File: src/rtl/uart_pkg.sv
// Shared definitions for the UART transmit path: byte-FSM state encoding,
// default bit timing and the frame sync byte.
package uart_pkg;

  typedef enum logic [1:0] {
    UART_IDLE  = 2'd0,
    UART_START = 2'd1,
    UART_DATA  = 2'd2,
    UART_STOP  = 2'd3
  } uart_state_e;

  // 100 MHz system clock / 9600 baud
  localparam int CLKS_PER_BIT_DEFAULT = 10417;

  // First byte of every state frame, lets the host resynchronise
  localparam logic [7:0] SYNC_BYTE_DEFAULT = 8'hA5;

endpackage

File: src/rtl/uart_tx_byte.sv
// Single-byte 8N1 transmitter (LSB first). Owns the bit timer and byte FSM.
// ready is high in IDLE and in the last cycle of the stop bit, so a go
// presented then chains the next start bit with no gap cycle.
module uart_tx_byte
  import uart_pkg::*;
#(
  parameter int CLKS_PER_BIT = CLKS_PER_BIT_DEFAULT
) (
  input  logic       CLK,
  input  logic       RESET,
  input  logic       go,
  input  logic [7:0] data,
  output logic       TX,
  output logic       ready
);

  localparam int CW = $clog2(CLKS_PER_BIT);
  localparam logic [CW-1:0] CNT_MAX = CW'(CLKS_PER_BIT - 1);

  uart_state_e   state_q, state_d;
  logic [CW-1:0] cnt_q, cnt_d;
  logic [2:0]    bit_q, bit_d;
  logic [7:0]    shift_q, shift_d;
  logic          tx_q, tx_d;

  assign TX    = tx_q;
  assign ready = (state_q == UART_IDLE) || ((state_q == UART_STOP) && (cnt_q == '0));

  // Control state: FSM, bit timer, bit index and the registered line driver
  always_ff @(posedge CLK or posedge RESET) begin
    if (RESET) begin
      state_q <= UART_IDLE;
      cnt_q   <= '0;
      bit_q   <= '0;
      tx_q    <= 1'b1;
    end else begin
      state_q <= state_d;
      cnt_q   <= cnt_d;
      bit_q   <= bit_d;
      tx_q    <= tx_d;
    end
  end

  // Byte shift register; data only, needs no reset
  always_ff @(posedge CLK) begin
    shift_q <= shift_d;
  end

  // Next-state logic: each bit lasts CNT_MAX+1 cycles of the down-counter
  always_comb begin
    state_d = state_q;
    cnt_d   = cnt_q;
    bit_d   = bit_q;
    shift_d = shift_q;
    tx_d    = tx_q;
    case (state_q)
      UART_IDLE: begin
        tx_d = 1'b1;
        if (go) begin
          state_d = UART_START;
          cnt_d   = CNT_MAX;
          shift_d = data;
          tx_d    = 1'b0;
        end
      end
      UART_START: begin
        if (cnt_q == '0) begin
          state_d = UART_DATA;
          cnt_d   = CNT_MAX;
          bit_d   = 3'd0;
          tx_d    = shift_q[0];
        end else begin
          cnt_d = cnt_q - 1'b1;
        end
      end
      UART_DATA: begin
        if (cnt_q == '0) begin
          cnt_d   = CNT_MAX;
          bit_d   = bit_q + 3'd1;   // wraps 7 -> 0 on the way into STOP
          shift_d = {1'b0, shift_q[7:1]};
          if (bit_q == 3'd7) begin
            state_d = UART_STOP;
            tx_d    = 1'b1;
          end else begin
            tx_d = shift_q[1];
          end
        end else begin
          cnt_d = cnt_q - 1'b1;
        end
      end
      UART_STOP: begin
        if (cnt_q == '0) begin
          if (go) begin
            state_d = UART_START;
            cnt_d   = CNT_MAX;
            shift_d = data;
            tx_d    = 1'b0;
          end else begin
            state_d = UART_IDLE;
            tx_d    = 1'b1;
          end
        end else begin
          cnt_d = cnt_q - 1'b1;
        end
      end
      default: begin
        state_d = UART_IDLE;
        tx_d    = 1'b1;
      end
    endcase
  end

endmodule

File: src/rtl/uart_state_tx.sv
// Game-state frame transmitter: sends SYNC_BYTE then the 32-bit state word
// MSB byte first over an 8N1 line. Optional trailing XOR checksum byte is
// enabled by defining UART_STATE_TX_CHECKSUM_EN.
module uart_state_tx
  import uart_pkg::*;
#(
  parameter int         CLKS_PER_BIT = CLKS_PER_BIT_DEFAULT,
  parameter logic [7:0] SYNC_BYTE    = SYNC_BYTE_DEFAULT
) (
  input  logic        CLK,
  input  logic        RESET,
  input  logic        send,
  input  logic [31:0] state,
  output logic        TX,
  output logic        busy,
  output logic        done
);

`ifdef UART_STATE_TX_CHECKSUM_EN
  localparam int NBYTES = 6;
`else
  localparam int NBYTES = 5;
`endif
  localparam logic [2:0] LAST_IDX = 3'(NBYTES - 1);

  logic        busy_q, busy_d;
  logic        done_q, done_d;
  logic [2:0]  idx_q, idx_d;
  logic [31:0] shadow_q, shadow_d;
  logic        go;
  logic [7:0]  go_data;
  logic        ready;
  logic [2:0]  idx_nxt;

  // Byte to transmit at a given frame position
  function automatic logic [7:0] frame_byte(input logic [2:0] idx, input logic [31:0] w);
    logic [7:0] b;
    case (idx)
      3'd1:    b = w[31:24];
      3'd2:    b = w[23:16];
      3'd3:    b = w[15:8];
      3'd4:    b = w[7:0];
`ifdef UART_STATE_TX_CHECKSUM_EN
      3'd5:    b = w[31:24] ^ w[23:16] ^ w[15:8] ^ w[7:0];
`endif
      default: b = SYNC_BYTE;
    endcase
    return b;
  endfunction

  assign busy    = busy_q;
  assign done    = done_q;
  assign idx_nxt = idx_q + 3'd1;

  uart_tx_byte #(
    .CLKS_PER_BIT(CLKS_PER_BIT)
  ) u_byte (
    .CLK  (CLK),
    .RESET(RESET),
    .go   (go),
    .data (go_data),
    .TX   (TX),
    .ready(ready)
  );

  // Frame control registers
  always_ff @(posedge CLK or posedge RESET) begin
    if (RESET) begin
      busy_q <= 1'b0;
      done_q <= 1'b0;
      idx_q  <= '0;
    end else begin
      busy_q <= busy_d;
      done_q <= done_d;
      idx_q  <= idx_d;
    end
  end

  // Shadow copy of the state word, frozen for the frame in flight
  always_ff @(posedge CLK) begin
    shadow_q <= shadow_d;
  end

  // Frame sequencing: accept when idle, chain bytes at each stop-bit end
  always_comb begin
    busy_d   = busy_q;
    done_d   = 1'b0;
    idx_d    = idx_q;
    shadow_d = shadow_q;
    go       = 1'b0;
    go_data  = SYNC_BYTE;
    if (!busy_q) begin
      if (send) begin
        go       = 1'b1;
        go_data  = SYNC_BYTE;
        shadow_d = state;
        busy_d   = 1'b1;
        idx_d    = 3'd0;
      end
    end else if (ready) begin
      if (idx_q == LAST_IDX) begin
        busy_d = 1'b0;
        done_d = 1'b1;
      end else begin
        go      = 1'b1;
        go_data = frame_byte(idx_nxt, shadow_q);
        idx_d   = idx_nxt;
      end
    end
  end

endmodule

File: config.mk
export PLATFORM = sky130hd
export DESIGN_NAME = uart_state_tx
export DESIGN_NICKNAME = d
export VERILOG_FILES = /design/src/rtl/uart_pkg.sv /design/src/rtl/uart_tx_byte.sv /design/src/rtl/uart_state_tx.sv
export SDC_FILE = /design/constraint.sdc
export NUM_CORES = 1
export LEC_CHECK = 0
export ABC_AREA = 1
export BUFFER_PORTS_ARGS = -buffer_cell sky130_fd_sc_hd__buf_4
export CORE_MARGIN = 5
export CORE_UTILIZATION = 51
export DETAILED_ROUTE_END_ITERATION = 8
export PLACE_DENSITY = 0.74
export SKIP_LAST_GASP = 1
export SLEW_MARGIN = 20
export SYNTH_ARGS = -nofsm -noshare
export SYNTH_HDL_FRONTEND = slang
export SYNTH_SLANG_ARGS = --single-unit
File: constraint.sdc
create_clock -name CLK -period 1.9 [get_ports CLK]
set_input_delay 0.285 -clock CLK [delete_from_list [all_inputs] [get_ports CLK]]
set_output_delay 0.285 -clock CLK [all_outputs]
set_load 0.1 [all_outputs]
==> results of run 1 <==
-- cell type report --
type,instances,area share
sequential,65,0.466
multi-input combinational,203,0.307
clock buffer,9,0.0315
tap,75,0.0239
inverter,42,0.0410
clock inverter,7,0.0200
timing repair buffer,56,0.111
-- cells in the mapped netlist (2+ instances only) --
cell type  instances  area (µm²)
clkbuf_1           2        7.51
nand2_4            4        45.0
nand3_1           25         125
inv_1             39         146
o21ai_1            9        45.0
nor2_2             2        12.5
o31ai_1            2        15.0
a21oi_2            4        35.0
dfrtp_1           24         601
o21ai_0           13        65.1
nand2_2            4        25.0
inv_2              3        11.3
nor2_1            18        67.6
nand3_2            2        20.0
a21oi_1            6        30.0
nor3_1             4        20.0
o22ai_1            6        37.5
nand4_1            3        18.8
xor2_1             7        61.3
nand2_1           70         263
edfxtp_1          40        1200
nor2_4             3        33.8
ha_1              12         150
-- registers in the layout, indices dropped and copies added (netlist names) --
register        count
busy                1
u_byte.state_q      2
shadow_q           32
u_byte.bit_q        3
u_byte.shift_q      8
u_byte.TX           1
done                1
u_byte.cnt_q       14
idx_q               3
-- cell families after synthesis --
| logic type | Yosys count |
|---|---|
| xor+xnor | 8 |
| buf+inv | 44 |
| flops | 65 |
| fa+ha+maj | 12 |
| compound gates | 44 |
| simple gates | 139 |
-- repair_timing --
action                                  4_1_cts  5_1_grt
endpoints found under the setup margin        3       16
hold endpoints to repair                     24        0
cloned                                        0        0
setup buffers                                 0        5
resized for setup                             1       13
hold buffers                                  1        0
pin swaps                                     0        4
-- power by group through the flow --
stage	Combinational (mW)	Sequential (mW)	Clock (mW)
after floorplan	0.0864	1.54	0
final	0.179	1.51	1.17
after global placement	0.164	1.54	0
after detailed placement	0.168	1.54	0
after global routing	0.205	1.51	1.28
after CTS	0.170	1.51	1.21
-- worst max-delay path: stages, from the launching register on --
cell      delay (ns)
dfrtp_1         0.37
inv_2           0.09
ha_4            0.16
nand3_4         0.09
nor2_4          0.12
buf_4           0.13
nand2_2         0.11
o31ai_4         0.11
nand3b_1        0.14
inv_2           0.15
-- per-layer routing --
metal	vias to the layer above	wire length [µm]	share of wire	track usage
met5	-	0	0	0
met4	0	151	0.024	0.0838
met3	16	377	0.061	0.0559
met2	78	2950	0.48	0.287
met1	1083	2680	0.44	0.230
li1	1177	-	-	-
-- through the flow --
step                worst slack (ns)  utilization
global route                 -0.0297        0.661
floorplan                    0.00943            -
detailed placement            0.0356        0.612
finish                         0.139        0.661
global placement              0.0820        0.612
CTS                          0.00850        0.648
-- path summary, 6_finish.rpt --
| check | endpoint | slack [ns] | depth (start not counted) |
|---|---|---|---|
| max | u_byte.shift_q[1]$_DFFE_PP_ | 0.14 | 9 |
| min | shadow_q[11]$_DFFE_PP_ | 0.11 | 1 |
| max reg2reg | u_byte.shift_q[1]$_DFFE_PP_ | 0.14 | 9 |
| min reg2reg | u_byte.bit_q[2]$_DFFE_PP0P_ | 0.49 | 2 |
| max in group asynchronous | u_byte.TX$_DFFE_PP1P_ | 1.06 | 4 |
| min in group asynchronous | u_byte.cnt_q[0]$_DFF_PP0_ | 0.55 | 4 |
==> metrics.csv, run 1 <==
stage,metric,value,unit
run_status,status,completed,
clocking,clockBufferDepth,2,
synth,avgSynthCellArea,10.1,µm²
synth,synth_top_family_by_area,simple AND/OR/NAND/NOR gates,
clocking,htreeDepth,3,
synth,synth_edf_count,40,
timing,slew_viol_final,0,
finish,fillers,455,
floorplanning,rows,28,
finish,layoutNonFillerInstCount,457,
worst_hold_path,min-delay-path-class,input pin to flip-flop,
global_routing,grt_max_degree,26,
critical_path,crit_type,flip-flop to flip-flop,
place,place.gp.congestion,0.902,
power_and_ir_drop,power.internal,2.20,mW
global_routing,grt_util_all_layers,0.182,
timing,max_freq,0.568,GHz
power_and_ir_drop,total_power,2.87,mW
routing,drc,0,
clocking,clk_latency,0.34,ns
clocking,cts_buffers,9,
synth,synthMuxAreaShare,0,
worst_hold_path,worstHoldStart,state[11],
power_and_ir_drop,comb_power_share,0.062,
timing,hold_ws,0.108,ns
timing,slew_headroom,0.738,
global_routing,grt_pass1_vias,2390,
power_and_ir_drop,p_clk_frac,0.410,
synth,synthAdderAreaFrac,0.0475,
critical_path,crit_start,u_byte.cnt_q[1]$_DFF_PP0_,
routing,drtIter0Drc,91,
clocking,clk_pin_slew,0.08,ns
power_and_ir_drop,seqPwrFrac,0.528,
clocking,clock_sinks,65,
place,io_buffer_count,37,
routing,ant_nets,0,
floorplanning,ios,38,
synth,syn_area,0.00316,mm²
finish,drive_gt1_frac,0.298,
finish,nets,424,
finish,design_area,0.00393,mm²
critical_path,required,1.95,ns
power_and_ir_drop,p_sw,0.662,mW
finish,final_common_cell,nand2_1,
floorplanning,fp.coreArea,0.00596,mm²
global_routing,grt_overflow,0,
clocking,root_buffer,clkbuf_8,
finish,final_cell_mix,"nand2_1 (69), buf_4 (54), edfxtp_1 (40), inv_1 (31), nand3_1 (25)",
synth,synth_compound_area_frac,0.0859,
timing,tns,0,ns
power_and_ir_drop,power.density,729,mW/mm²
synth,synth_ff_type,edfxtp_1,
synth,synth-warning-count,0,
timing,finalCritPeriodShare,0.927,
synth,synth.distinct_cells,33,
synth,netlist_instances,312,
synth,synth_nets,359,
timing,period_needed,1.76,ns
synth,ys_async_sr_fraction,0.385,
synth,synthSimpleGateAreaFrac,0.213,
critical_path,r2r-start,u_byte.cnt_q[1]$_DFF_PP0_,
routing,vias,2354,
floorplanning,die_y,88.7,µm
timing,setup_viol,0,
finish,seq_area,0.00183,mm²
place,dpl.hpwl,4600,µm
critical_path,crit_path_start_kind,flip-flop,
floorplanning,initial_utilization,0.530,
timing,hold_viol_final,0,
finish,multi_input_area,0.00121,mm²
critical_path,worstSetupEndpointType,flip-flop,
finish,syn2layout_area_growth,24.5,%
synth,ys_ff_latch,65,
synth,synth_xor_area_frac,0.0222,
routing,wl_per_cell,13.5,µm
critical_path,critical_path_arrival,1.81,ns
clocking,cts_tree,done,
routing,wirelength,6170,µm
synth,seq_area_frac_synth,0.579,
floorplanning,die_w,88.7,µm
power_and_ir_drop,netSwitchingFraction,0.231,
timing,rsz0062_at_grt,yes,
place,placed_area,0.00364,mm²
critical_path,cp_max_fo,7,
global_routing,grt_pass1_wl,10800,µm
global_routing,antenna_found_initial,0,
finish,antenna_cells,0,
timing,worstMarginPinSlew,0.393,ns
power_and_ir_drop,p_leak,1.74,nW
routing,avgViaCountPerCell,5.15,
timing,skew,0.00857,ns
floorplanning,die_area,0.00787,mm²
routing,first_pass_iters,4,
flow_run,cap_violations,0,
power_and_ir_drop,vdd_drop_max,667,µV
place,dp.cells,435,
(Power assumes the default switching activity.)
==> run 2, diff against run 1 <==
--- a/config.mk
+++ b/config.mk
@@ -9,6 +9,7 @@
 export BUFFER_PORTS_ARGS = -buffer_cell sky130_fd_sc_hd__buf_4
 export CORE_MARGIN = 5
 export CORE_UTILIZATION = 51
+export CTS_BUF_LIST = sky130_fd_sc_hd__clkbuf_4
 export DETAILED_ROUTE_END_ITERATION = 8
 export PLACE_DENSITY = 0.74
 export SKIP_LAST_GASP = 1
==> metrics.csv, run 2 (same netlist as run 1, synthesis figures left out) <==
stage,metric,value,unit,change
run_status,status,completed,,
flow_run,cap_violations,0,,unchanged
critical_path,crit_type,flip-flop to flip-flop,,
global_routing,grt_pass1_wl,10700,µm,-0.95%
routing,drc,0,,unchanged
finish,largest_reg_flops,32,,unchanged
place,dp.cells,435,,unchanged
clocking,cts_buffers,9,,unchanged
finish,final_common_cell,nand2_1,,
routing,wirelength,6170,µm,+0.13%
routing,wl_per_cell,13.5,µm,+0.13%
finish,seq_area,0.00183,mm²,about the same
floorplanning,ios,38,,unchanged
global_routing,grt_pass1_vias,2375,,-0.63%
routing,vias,2341,,-0.55%
floorplanning,fp.coreArea,0.00596,mm²,unchanged
worst_hold_path,min-delay-path-class,input pin to flip-flop,,
finish,reg_top3,"shadow_q: 32 flops, u_byte.cnt_q: 14 flops, u_byte.shift_q: 8 flops",,
clocking,root_buffer,clkbuf_4,,
timing,max_freq,0.563,GHz,-0.77%
timing,slew_headroom,0.755,,+0.0174
routing,ant_nets,0,,unchanged
clocking,clockBufferDepth,2,,unchanged
routing,avgViaCountPerCell,5.12,,-0.55%
place,place.gp.congestion,0.902,,unchanged
timing,hold_viol_final,0,,unchanged
finish,multi_input_area,0.00122,mm²,+0.83%
finish,antenna_cells,0,,unchanged
critical_path,cp_max_fo,7,,unchanged
global_routing,antenna_found_initial,0,,unchanged
global_routing,grt_util_all_layers,0.179,,-0.00353
finish,syn2layout_area_growth,23.2,%,
global_routing,grt_max_degree,26,,unchanged
power_and_ir_drop,vdd_drop_max,517,µV,-23%
routing,drtIter0Drc,98,,+7.7%
finish,regMostFlops,shadow_q,,
floorplanning,initial_utilization,0.530,,unchanged
finish,nets,424,,unchanged
critical_path,worstSetupEndpointType,flip-flop,,
timing,skew,0.0209,ns,+0.0123 ns
global_routing,grt_overflow,0,,unchanged
clocking,clock_sinks,65,,unchanged
floorplanning,die_y,88.7,µm,unchanged
floorplanning,rows,28,,unchanged
clocking,htreeDepth,3,,unchanged
floorplanning,die_area,0.00787,mm²,unchanged
place,dpl.hpwl,4600,µm,unchanged
critical_path,required,2.06,ns,+0.11 ns
routing,first_pass_iters,5,,+1
critical_path,crit_path_start_kind,flip-flop,,
clocking,clk_pin_slew,0.13,ns,+0.05 ns
clocking,clk_latency,0.42,ns,+0.08 ns
timing,finalCritPeriodShare,0.934,,+0.00718
power_and_ir_drop,p_leak,1.71,nW,-1.5%
critical_path,critical_path_arrival,1.94,ns,+0.13 ns
timing,tns,0,ns,unchanged
finish,final_cell_mix,"nand2_1 (67), buf_4 (54), edfxtp_1 (40), inv_1 (30), nand3_1 (25)",,
finish,fillers,461,,+1.3%
floorplanning,die_w,88.7,µm,unchanged
clocking,cts_tree,done,,
timing,setup_viol,0,,unchanged
finish,fin_util,0.653,,-0.00714
power_and_ir_drop,power.density,679,mW/mm²,-6.8%
place,io_buffer_count,37,,unchanged
finish,layoutNonFillerInstCount,457,,unchanged
timing,period_needed,1.78,ns,+0.0136 ns
timing,slew_viol_final,0,,unchanged
timing,worstMarginPinSlew,0.367,ns,-0.0260 ns
finish,drive_gt1_frac,0.309,,+0.0105
==> run 2: worst paths after layout <==
check	start	to	slack, ns	cells past startpoint
worst max-delay path	idx_q[0]$_DFFE_PP0P_	u_byte.shift_q[5]$_DFFE_PP_	0.12	9
worst min-delay path	state[11]	shadow_q[11]$_DFFE_PP_	0.03	1
worst max register to register	idx_q[0]$_DFFE_PP0P_	u_byte.shift_q[5]$_DFFE_PP_	0.12	9
worst min register to register	u_byte.bit_q[2]$_DFFE_PP0P_	u_byte.bit_q[2]$_DFFE_PP0P_	0.50	2
max in group asynchronous	RESET	u_byte.TX$_DFFE_PP1P_	1.12	4
min in group asynchronous	RESET	u_byte.cnt_q[0]$_DFF_PP0_	0.46	4
==> run 2: layer usage <==
layer / up-vias / track usage / share of wire
met5: - / 0 / 0
met1: 1079 / 0.232 / 0.46
li1: 1183 / - / -
met2: 66 / 0.284 / 0.48
met3: 13 / 0.0475 / 0.049
met4: 0 / 0.0728 / 0.018
==> run 2: report_power, final <==
group,switching [mW],internal [mW],leakage (nW)
sequential,0.00870,1.50,0.645
combinational,0.0934,0.0812,0.988
clock,0.544,0.412,0.0805
total,0.646,2.00,1.71
==> run 2: final cells by class <==
type	count	share of cell area
clock inverter	7	0.0203
inverter	42	0.0421
multi-input combinational	203	0.313
tap	75	0.0241
timing repair buffer	56	0.112
sequential	65	0.471
clock buffer	9	0.0174
==> run 2: critical path: stages, from the launching register on <==
cell and delay [ns]:
dfrtp_1 0.43, ha_1 0.24, xor2_2 0.22, inv_2 0.09
nand2_1 0.10, inv_2 0.08, nand2_1 0.06, nand2_1 0.05
nor3_1 0.18, o21ai_1 0.08
==> run 2: per-stage QoR <==
step | power, mW | instance area, µm² | hold slack [ns] | worst slack, ns
after detailed placement | 1.71 | 3640 | 0.369 | 0.0356
after floorplan | 1.63 | 3170 | 0.312 | 0.00943
after global routing | 2.75 | 3890 | 0.00528 | -0.0186
final | 2.64 | 3890 | 0.0323 | 0.125
after global placement | 1.71 | 3640 | 0.362 | 0.0820
after CTS | 2.65 | 3800 | 0.0159 | 0.00257
==> run 2: repair_timing <==
action	in CTS	in global routing
buffers inserted	0	5
gates resized for setup	1	19
pin swaps	0	6
setup endpoints to repair	6	16
hold endpoints to repair	24	0
hold buffers	1	0
